===== src/rtl/hazard_fwd_unit.sv =====
// Hazard detection and forwarding control for the five-stage OTTER pipeline.
// Tracks the destination registers of the instructions in EX and MEM, raises
// load-use stall / branch flush / EX bubble controls, registers the EX-stage
// operand-mux selects and keeps saturating stall and flush event counters.
module hazard_fwd_unit #(
    parameter int CNT_W = 32
) (
    input  logic             CLK,
    input  logic             RST,
    input  logic             id_valid,
    input  logic [4:0]       id_rs1,
    input  logic [4:0]       id_rs2,
    input  logic             id_rs1_used,
    input  logic             id_rs2_used,
    input  logic [4:0]       id_rd,
    input  logic             id_rd_we,
    input  logic             id_is_load,
    input  logic             ex_branch_taken,
    output logic             stall,
    output logic             flush,
    output logic             bubble_ex,
    output logic [2:0]       fwd_a_sel,
    output logic [2:0]       fwd_b_sel,
    output logic [CNT_W-1:0] stall_count,
    output logic [CNT_W-1:0] flush_count
);

    localparam logic [2:0] SEL_RF  = 3'd0;
    localparam logic [2:0] SEL_EXM = 3'd1;
    localparam logic [2:0] SEL_MWB = 3'd2;

    // In-flight producer slots; WB is not tracked (write-first register file).
    logic [4:0] ex_rd;
    logic       ex_we;
    logic       ex_ld;
    logic [4:0] mem_rd;
    logic       mem_we;

    logic ex_m1, ex_m2, mem_m1, mem_m2;
    logic load_use;

    // Youngest producer wins: EX slot beats MEM slot.
    function automatic logic [2:0] pick_sel(input logic ex_m, input logic mem_m);
        if (ex_m)
            return SEL_EXM;
        else if (mem_m)
            return SEL_MWB;
        else
            return SEL_RF;
    endfunction

    // Source-match detection and stall/flush/bubble generation, forced low in reset.
    always_comb begin
        ex_m1  = id_valid && id_rs1_used && (id_rs1 != 5'd0) && ex_we  && (ex_rd  == id_rs1);
        ex_m2  = id_valid && id_rs2_used && (id_rs2 != 5'd0) && ex_we  && (ex_rd  == id_rs2);
        mem_m1 = id_valid && id_rs1_used && (id_rs1 != 5'd0) && mem_we && (mem_rd == id_rs1);
        mem_m2 = id_valid && id_rs2_used && (id_rs2 != 5'd0) && mem_we && (mem_rd == id_rs2);

        load_use  = !RST && ex_ld && (ex_m1 || ex_m2);
        flush     = !RST && ex_branch_taken;
        stall     = load_use && !flush;
        bubble_ex = load_use || flush;
    end

    // Slot advance and registered operand selects for the instruction entering EX.
    always_ff @(posedge CLK) begin
        if (RST) begin
            ex_rd     <= '0;
            ex_we     <= 1'b0;
            ex_ld     <= 1'b0;
            mem_rd    <= '0;
            mem_we    <= 1'b0;
            fwd_a_sel <= SEL_RF;
            fwd_b_sel <= SEL_RF;
        end else begin
            mem_rd <= ex_rd;
            mem_we <= ex_we;
            if (bubble_ex) begin
                ex_rd     <= '0;
                ex_we     <= 1'b0;
                ex_ld     <= 1'b0;
                fwd_a_sel <= SEL_RF;
                fwd_b_sel <= SEL_RF;
            end else begin
                ex_rd     <= id_rd;
                ex_we     <= id_rd_we && id_valid;
                ex_ld     <= id_is_load && id_valid;
                fwd_a_sel <= pick_sel(ex_m1, mem_m1);
                fwd_b_sel <= pick_sel(ex_m2, mem_m2);
            end
        end
    end

    // Saturating stall and flush event counters.
    always_ff @(posedge CLK) begin
        if (RST) begin
            stall_count <= '0;
            flush_count <= '0;
        end else begin
            if (stall && (stall_count != '1))
                stall_count <= stall_count + 1'b1;
            if (flush && (flush_count != '1))
                flush_count <= flush_count + 1'b1;
        end
    end

endmodule

===== config.mk =====
export PLATFORM = sky130hd
export DESIGN_NAME = hazard_fwd_unit
export DESIGN_NICKNAME = d
export VERILOG_FILES = /design/src/rtl/hazard_fwd_unit.sv
export SDC_FILE = /design/constraint.sdc
export NUM_CORES = 1
export LEC_CHECK = 0
export BUFFER_PORTS_ARGS = -buffer_cell sky130_fd_sc_hd__buf_2
export CAP_MARGIN = 20
export CORE_ASPECT_RATIO = 0.6
export CORE_MARGIN = 10
export CORE_UTILIZATION = 50
export DETAILED_ROUTE_END_ITERATION = 16
export HOLD_SLACK_MARGIN = 0.03
export PLACE_DENSITY = 0.75
export SYNTH_ARGS = -nofsm -noshare
export SYNTH_HDL_FRONTEND = slang
export SYNTH_SLANG_ARGS = --single-unit

===== constraint.sdc =====
create_clock -name CLK -period 3.4 [get_ports CLK]
set_input_delay 0 -clock CLK [delete_from_list [all_inputs] [get_ports CLK]]
set_output_delay 0 -clock CLK [all_outputs]
set_load 0.03 [all_outputs]

==> results.cfg, run 1 <==
[synth]
yosys_register_bits = 81
synth_edf_count = 0
yosysSeqAreaShare_pct = 41.0
async_flop_share_pct = 0
netlist_area_sq_um = 3950
ys_dominant_reg_cell = dfxtp_1
yosysWarnings = 0
synthDistinctLibCells = 45
postSynthCellCount = 465
syn_avg_cell_area_sq_um = 8.50

[global_route]
gr-total-overflow = 0
grt_use_total_pct = 18.8
grt_max_degree = 77
grt_pass1_vias = 3686
grt_antenna_before_repair = 0
grt_pass1_wl_um = 18400

[finish]
final_util_pct = 65.2
layout_commonest_cell = buf_2
syn_to_final_growth_pct = 23.3
nNetsFinal = 583
fillers = 644
antennaDiodeCount = 0
drive_gt1_share_pct = 21.3
layout_common_cells = buf_2, dfxtp_1, nor2_1
final_cell_area_sq_um = 4870

[detailed_routing]
drt_iter0_markers = 361
drcViolationCount = 0
wl_per_cell_um = 16.8
drt-met1-wl_um = 5100
wl_um = 11200
top_layer_used = met4
met3_length_um = 967
vias = 3859
viasPerCell = 5.79
met2_length_um = 5050
first_pass_iters = 7
ant_nets = 0

[place]
placement.io_buffers = 93
gp_congestion = 0.872
placed_area_sq_um = 4460
dp_hpwl_um = 8130

[sta]
tightest_slew_ns = 0.861
rsz0062_at_grt = false
slew_viol_final = 0
slew_headroom_pct = 42.1
setup_viol = 0
clock_skew_ns = 0.00510
hold_violations = 0
timing.final.crit_share_pct = 75.9
holdWs_ns = 0.0597
fin_setup_tns_ns = 0
max_freq_mhz = 387
layout_min_cycle_time_ns = 2.58

[power]
p_per_area_nw_per_um2 = 425
power_leakage_nw = 2.01
vdd_drop_max_mv = 0.265

[clocking]
cts_buffers = 9
root_buffer = clkbuf_16
clock_latency_ns = 0.33
clk_path_buf_depth = 2
htree_levels = 3
cts_tree = built
postCtsSetupBuffers = 0
cts_resized = 0
cts.sinks = 81
clk_pin_slew_ns = 0.06
cts.hold.buffers_added = 10

[worst_setup_path]
cp_slowest_stage_delay_ns = 0.56
worst_setup_path_start_kind = flip-flop
critical_path_class = flip-flop to flip-flop
cpMaxStageDelayCell = or4_4
critPathCaptureType = flip-flop
crit_path_max_fanout = 9
cp.required_ns = 3.62
worstPathArrival_ns = 2.80
path_cells = xnor2_1, nand4_1, or4_4, nand2_1, a21boi_0, and3_1, dlygate4sd3_1

[run]
drv_cap = 0

[floorplan]
ioPinCount = 96
dieArea_sq_um = 12000
core.rowCount = 24
die_y_um = 88.9
core_sq_um = 7480
start_util_pct = 52.8
die_x_um = 135

[status]
status = finished, final reports clean

[hold_path]
hold_class = input pin to flip-flop
## per-stage QoR
step	total power [mW]	std cells	worst slack [ns]
detailed placement	1.07	641	0.980
floorplan	1.04	466	1.10
global route	2.13	667	0.686
finish	2.07	667	0.818
global placement	1.07	641	1.03
CTS	2.09	667	0.833
## worst paths after layout
path | start | to | slack [ns] | cells after the start
worst max-delay path | ex_rd[2] | ex_ld | 0.82 | 7
worst min register to register | mem_we | fwd_a_sel[1] | 0.48 | 1
worst max register to register | ex_rd[2] | ex_ld | 0.82 | 7
worst min-delay path | id_rs1_used | fwd_a_sel[0] | 0.06 | 4
## synth_stat cells, types with 7 or more instances
cell       n  area share, %
a21oi_1   26            3.3
and2_1     7            1.1
and3_1    21            3.3
and4_1    14            3.1
clkbuf_1  19            1.8
dfxtp_1   81             41
nand2_1   25            2.4
nand3_1   29            3.7
nand4_1   26            4.1
nor2_1    42            4.0
nor2b_1   12            1.9
nor3_1    12            1.5
nor4_1     8            1.3
o21ai_0   19            2.4
or3_1     20            3.2
or4_1     10            1.9
xnor2_1   19            4.2
xor2_1    30            6.6
## power by group
part | switching, mW | internal [mW]
registers | 0.00762 | 0.956
clock network | 0.372 | 0.639
logic | 0.0566 | 0.0388
total | 0.436 | 1.63
## per-layer routing
metal,up-vias,GRT usage [%]
li1,1879,-
met1,1813,24.2
met2,155,29.8
met3,12,6.05
met4,0,5.01
met5,-,0
## state kept, by name (all words and copies together), names as in the netlist
register and flops:
ex_we 1, flush_count 32, ex_ld 1, fwd_b_sel 2, ex_rd 5, stall_count 32, fwd_a_sel 2, mem_we 1
mem_rd 5
## critical path: cells and delay by family (launching register included)
kind / cells / cell delay, ns
compound gates: 1 / 0.29
xor+xnor: 1 / 0.14
buf+inv: 1 / 0.55
flops: 1 / 0.40
simple gates: 4 / 1.09
## area by class of cell
cell class | count | area [sq um] | share of cell area, %
Timing Repair Buffer | 106 | 588 | 12.1
Inverter | 6 | 22.5 | 0.462
Multi-Input combinational cell | 354 | 2200 | 45.1
Clock inverter | 6 | 82.6 | 1.69
Clock buffer | 10 | 229 | 4.70
Tap cell | 104 | 130 | 2.67
Sequential cell | 81 | 1620 | 33.3
## kinds of logic (layout without fill, tap and decap cells)
family          count (synthesis)  after routing  share of synthesized area, %
buf+inv                        31            128                          3.39
other cells                     1              2                        0.0949
fa+ha+maj                       2              2                         0.633
xor+xnor                       49             49                          10.9
compound gates                 66             66                          10.1
mux                             5              5                          1.42
simple gates                  230            230                          32.5
flops                          81             81                          41.0
No activity file was read; power rests on OpenSTA's default activity.
==> run 2, diff against run 1 <==
--- a/config.mk
+++ b/config.mk
@@ -9,10 +9,10 @@
 export CAP_MARGIN = 20
 export CORE_ASPECT_RATIO = 0.6
 export CORE_MARGIN = 10
-export CORE_UTILIZATION = 50
+export CORE_UTILIZATION = 48
 export DETAILED_ROUTE_END_ITERATION = 16
 export HOLD_SLACK_MARGIN = 0.03
-export PLACE_DENSITY = 0.75
+export PLACE_DENSITY = 0.76
 export SYNTH_ARGS = -nofsm -noshare
 export SYNTH_HDL_FRONTEND = slang
 export SYNTH_SLANG_ARGS = --single-unit
==> constraint.sdc (replaced) <==
create_clock -name CLK -period 2.3 [get_ports CLK]
set_input_delay 0 -clock CLK [delete_from_list [all_inputs] [get_ports CLK]]
set_output_delay 0 -clock CLK [all_outputs]
set_load 0.03 [all_outputs]
==> results.cfg, run 2 (synthesis gave the netlist of run 1 again) <==
[detailed_routing]
wl_per_cell_um = 16.6
wl_um = 11500
ant_nets = 0
vias = 3918
first_pass_iters = 4
drcViolationCount = 0
drt_iter0_markers = 328
viasPerCell = 5.67

[place]
placed_area_sq_um = 4630
placement.io_buffers = 93
dp_hpwl_um = 8230
pre_cts_ws_ns = 0.0169
gp_congestion = 0.877

[worst_setup_path]
path_buf_inv = 1
worstPathArrival_ns = 2.41
critical-path-top-delay-family = simple AND/OR/NAND/NOR gates
crit_path_max_fanout = 9
path_cells = nand4_1, nor4_1, nand4_1, buf_4, nand2_1, nor3_1, mux2_2
worst_setup_path_start_kind = flip-flop
critical_path_class = flip-flop to flip-flop
cpMostUsedCell = nand4_1
cp_slowest_stage_delay_ns = 0.42
cpMaxStageDelayCell = nor4_1
critPathCaptureType = flip-flop
cp.required_ns = 2.52

[finish]
reg_top3 = flush_count: 32 flops, stall_count: 32 flops
nNetsFinal = 604
final_util_pct = 63.8
multi_input_area_sq_um = 2230
layout_commonest_cell = buf_2
fillers = 670
antennaDiodeCount = 0
syn_to_final_growth_pct = 28.3
layout_common_cells = buf_2, dfxtp_1, nor2_1
drive_gt1_share_pct = 25.2
final_cell_area_sq_um = 5070
regArea_sq_um = 1630

[floorplan]
die_y_um = 90.3
start_util_pct = 49.7
ioPinCount = 96
dieArea_sq_um = 12400
die_x_um = 137
core_sq_um = 7950
core.rowCount = 25

[sta]
max_freq_mhz = 456
fin_ws_ns = 0.107
setup_viol = 0
slew_headroom_pct = 46.4
slew_viol_final = 0
clock_skew_ns = 0.00258
tightest_slew_ns = 0.797
hold_violations = 0
timing.final.crit_share_pct = 95.3
layout_min_cycle_time_ns = 2.19

[clocking]
cts.sinks = 81
htree_levels = 3
clock_latency_ns = 0.33
root_buffer = clkbuf_16
cts_tree = built
clk_pin_slew_ns = 0.06
cts_buffers = 9
clk_path_buf_depth = 2

[global_route]
grt_pass1_vias = 3618
gr-total-overflow = 0
grt_use_total_pct = 17.8
grt_antenna_before_repair = 0
grt_max_degree = 59
grt_pass1_wl_um = 18300

[status]
status = finished, final reports clean

[power]
power_leakage_nw = 2.12
vdd_drop_max_mv = 0.384
p_per_area_nw_per_um2 = 580

[run]
drv_cap = 0

[hold_path]
hold_class = input pin to flip-flop
run 2: cell count changes in the layout (fill, tap and decap cells not counted), moves of 2 or more:
cell     delta
xnor2_1     -2
dfxtp_2     +3
xnor2_2     +2
buf_4      +19
dfxtp_1     -3
run 2: metal layers:
metal  wire length, um  GRT usage (%)  part of all wire [%]  up-vias
li1                  -              -                     -     1934
met4               116           5.42                   1.0        0
met3               938           5.61                   8.2       16
met5                 0              0                     0        -
met2              5080           25.6                    44      156
met1              5360           24.5                    47     1812
run 2: timing repair:
item,4_1_cts,5_1_grt
gates resized for setup,1,6
setup buffers,0,1
endpoints found under the setup margin,3,12
hold buffers,10,0
pin swaps,0,4
cloned,0,1
hold endpoints to repair,10,0
run 2: path summary, 6_finish.rpt:
path	startpoint	end	slack, ns	cells past startpoint
hold / removal	id_rs1_used	fwd_a_sel[1]	0.09	3
setup reg to reg	stall_count[25]	stall_count[14]	0.11	7
setup / recovery	stall_count[25]	stall_count[14]	0.11	7
hold reg to reg	mem_we	fwd_a_sel[1]	0.49	1
run 2: cell type report:
cell class / count / area share (%)
multi-input combinational: 354 / 44.0
sequential: 81 / 32.1
timing repair buffer: 127 / 15.3
clock buffer: 11 / 4.59
tap: 108 / 2.67
clock inverter: 4 / 0.889
inverter: 6 / 0.444
run 2: metrics by stage:
stage | hold slack, ns | TNS [ns] | std cells | power, mW
after floorplan | 0.122 | 0 | 466 | 1.54
after CTS | 0.0773 | 0 | 689 | 2.96
after detailed placement | 0.203 | 0 | 664 | 1.59
after global routing | 0.120 | -0.00197 | 691 | 3.05
final | 0.0903 | 0 | 691 | 2.94
after global placement | 0.201 | 0 | 664 | 1.58
run 2: report_power, final:
group          internal [mW]  total [mW]  switching, mW  leakage, nW
combinational         0.0633       0.149         0.0853         1.33
sequential              1.41        1.42         0.0107        0.655
clock                  0.829        1.37          0.538        0.139
run 2: worst min-delay path, stage by stage:
cell	delay, ns
buf_2	0.09
and4_1	0.15
and3_1	0.15
==> run 3, diff against run 2 <==
==> config.mk (replaced) <==
export PLATFORM = sky130hd
export DESIGN_NAME = hazard_fwd_unit
export DESIGN_NICKNAME = d
export VERILOG_FILES = /design/src/rtl/hazard_fwd_unit.sv
export SDC_FILE = /design/constraint.sdc
export NUM_CORES = 1
export LEC_CHECK = 0
export CAP_MARGIN = 20
export CORE_ASPECT_RATIO = 0.6
export CORE_MARGIN = 10
export CORE_UTILIZATION = 50
export DETAILED_ROUTE_END_ITERATION = 16
export DONT_BUFFER_PORTS = 1
export HOLD_SLACK_MARGIN = 0.03
export PLACE_DENSITY = 0.68
export SKIP_CTS_REPAIR_TIMING = 1
export SYNTH_ARGS = -nofsm -noshare
export SYNTH_HDL_FRONTEND = slang
export SYNTH_SLANG_ARGS = --single-unit
==> results.cfg, run 3 (synthesis gave the netlist of run 1 again) <==
[place]
placement.io_buffers = 0
placed_area_sq_um = 4590
gp_congestion = 0.906
pre_cts_ws_ns = 0.0464
dp_hpwl_um = 8650

[clocking]
cts.sinks = 81
cts_buffers = 9
clk_path_buf_depth = 2
root_buffer = clkbuf_16
cts_tree = built
htree_levels = 3
clk_pin_slew_ns = 0.06
clock_latency_ns = 0.33

[finish]
reg_top3 = flush_count: 32 flops, stall_count: 32 flops
final_util_pct = 71.3
layout_common_cells = buf_4, dfxtp_1, nor2_1
nNetsFinal = 592
syn_to_final_growth_pct = 34.9
layout_commonest_cell = buf_4
antennaDiodeCount = 0
final_cell_area_sq_um = 5330
drive_gt1_share_pct = 20.6

[sta]
slew_viol_final = 0
slew_headroom_pct = 59.1
fin_ws_ns = -0.0179
timing.final.crit_share_pct = 101
max_freq_mhz = 431
hold_violations = 1
setup_viol = 1
layout_min_cycle_time_ns = 2.32
clock_skew_ns = 0.00558
tightest_slew_ns = 0.613
holdWs_ns = -0.0169

[power]
p_clk_share_pct = 47.6
vdd_drop_max_mv = 0.433
switching_power_uw = 641
p_comb_share_pct = 4.8
pwr-share-seq_pct = 47.6
swShare_pct = 21.4
power_mw = 2.99
p_int_mw = 2.35
p_per_area_nw_per_um2 = 561
power_leakage_nw = 2.14

[floorplan]
core.rowCount = 24
ioPinCount = 96
core_sq_um = 7480
die_x_um = 135
die_y_um = 88.9
start_util_pct = 52.8
dieArea_sq_um = 12000

[status]
status = complete, but fails checks
violations = negative hold slack, negative setup slack

[worst_setup_path]
startpoint = ex_rd[3]
critPathCaptureType = flip-flop
critical_path_class = flip-flop to flip-flop
reg2regPathDepth = 7
cp_slowest_stage_delay_ns = 0.38
r2r_end = stall_count[19]
path_cells = xor2_1, nor4_1, nand4_1, a21o_4, buf_12, nor3_1, mux2_2
reg2reg_slack_ns = -0.02
path_buf_inv = 1
cp.depth = 7
worst_setup_path_start_kind = flip-flop
cpMaxStageDelayCell = mux2_2
worstPathArrival_ns = 2.54
critical-path-top-delay-family = simple AND/OR/NAND/NOR gates
crit_path_max_fanout = 29
rr_startpoint = ex_rd[3]
cp.required_ns = 2.52
crit_end = stall_count[19]

[detailed_routing]
vias = 4009
drt_iter0_markers = 389
ant_nets = 0
viasPerCell = 5.93
wl_um = 12800
wl_per_cell_um = 19.0
drcViolationCount = 0
first_pass_iters = 5

[run]
drv_cap = 0

[global_route]
grt_use_total_pct = 19.0
grt_antenna_before_repair = 0
grt_pass1_vias = 3503
grt_pass1_wl_um = 18300
grt_max_degree = 79
gr-total-overflow = 0

[hold_path]
hold_class = input pin to flip-flop
worstHoldStart = ex_branch_taken
-- run 3: changes by cell type in the layout (fill, tap and decap cells not counted), sizes merged --
cell         before  now
buf             116   83
clkinv            3    2
clkinvlp          0    2
dlygate4sd3      10   31
-- run 3: worst min-delay path by stage --
stage                      endpoint  slack [ns]  cells past startpoint
CTS                 stall_count[15]       -0.28                      1
global placement    stall_count[15]        0.08                      1
global route           fwd_a_sel[1]        0.03                      2
detailed placement  stall_count[15]        0.08                      1
finish               flush_count[2]       -0.02                      3
floorplan                  ex_rd[0]        0.12                      1
-- run 3: worst reg2reg max path, delay by kind of cell, from the launching register on --
| family | cells | cell delay [ns] |
|---|---|---|
| AND/OR/NAND/NOR | 3 | 0.87 |
| multiplexers | 1 | 0.38 |
| flip-flops | 1 | 0.36 |
| AO/OA/AOI/OAI | 1 | 0.27 |
| XOR/XNOR | 1 | 0.17 |
| buffers and inverters | 1 | 0.16 |
-- run 3: area by class of cell --
| type | instances | area [sq um] |
|---|---|---|
| inverters | 6 | 22.5 |
| flip-flops and latches | 81 | 1630 |
| clock inverters | 5 | 55.1 |
| fillers | 572 | 2150 |
| repair buffers | 115 | 991 |
| well taps | 104 | 130 |
| multi-input cells | 354 | 2260 |
| clock buffers | 11 | 243 |
-- run 3: metal layers --
layer | routed length (um) | track usage (%)
met1 | 5660 | 26.2
met2 | 5430 | 27.1
met3 | 1590 | 6.73
met4 | 133 | 5.70
met5 | 0 | 0
-- run 3: power groups by stage --
stage	Clock [mW]	Combinational, mW	Sequential [mW]
6_report	1.42	0.143	1.42
5_1_grt	1.50	0.154	1.42
4_1_cts	1.45	0.0839	1.42
3_5_place_dp	0	0.0831	1.45
3_3_place_gp	0	0.0811	1.45
2_1_floorplan	0	0.0755	1.46
-- run 3: metrics by stage --
step | std cells | TNS [ns]
after global placement | 625 | 0
after CTS | 641 | 0
final | 676 | -0.0179
after floorplan | 466 | 0
after detailed placement | 625 | 0
after global routing | 676 | -0.919
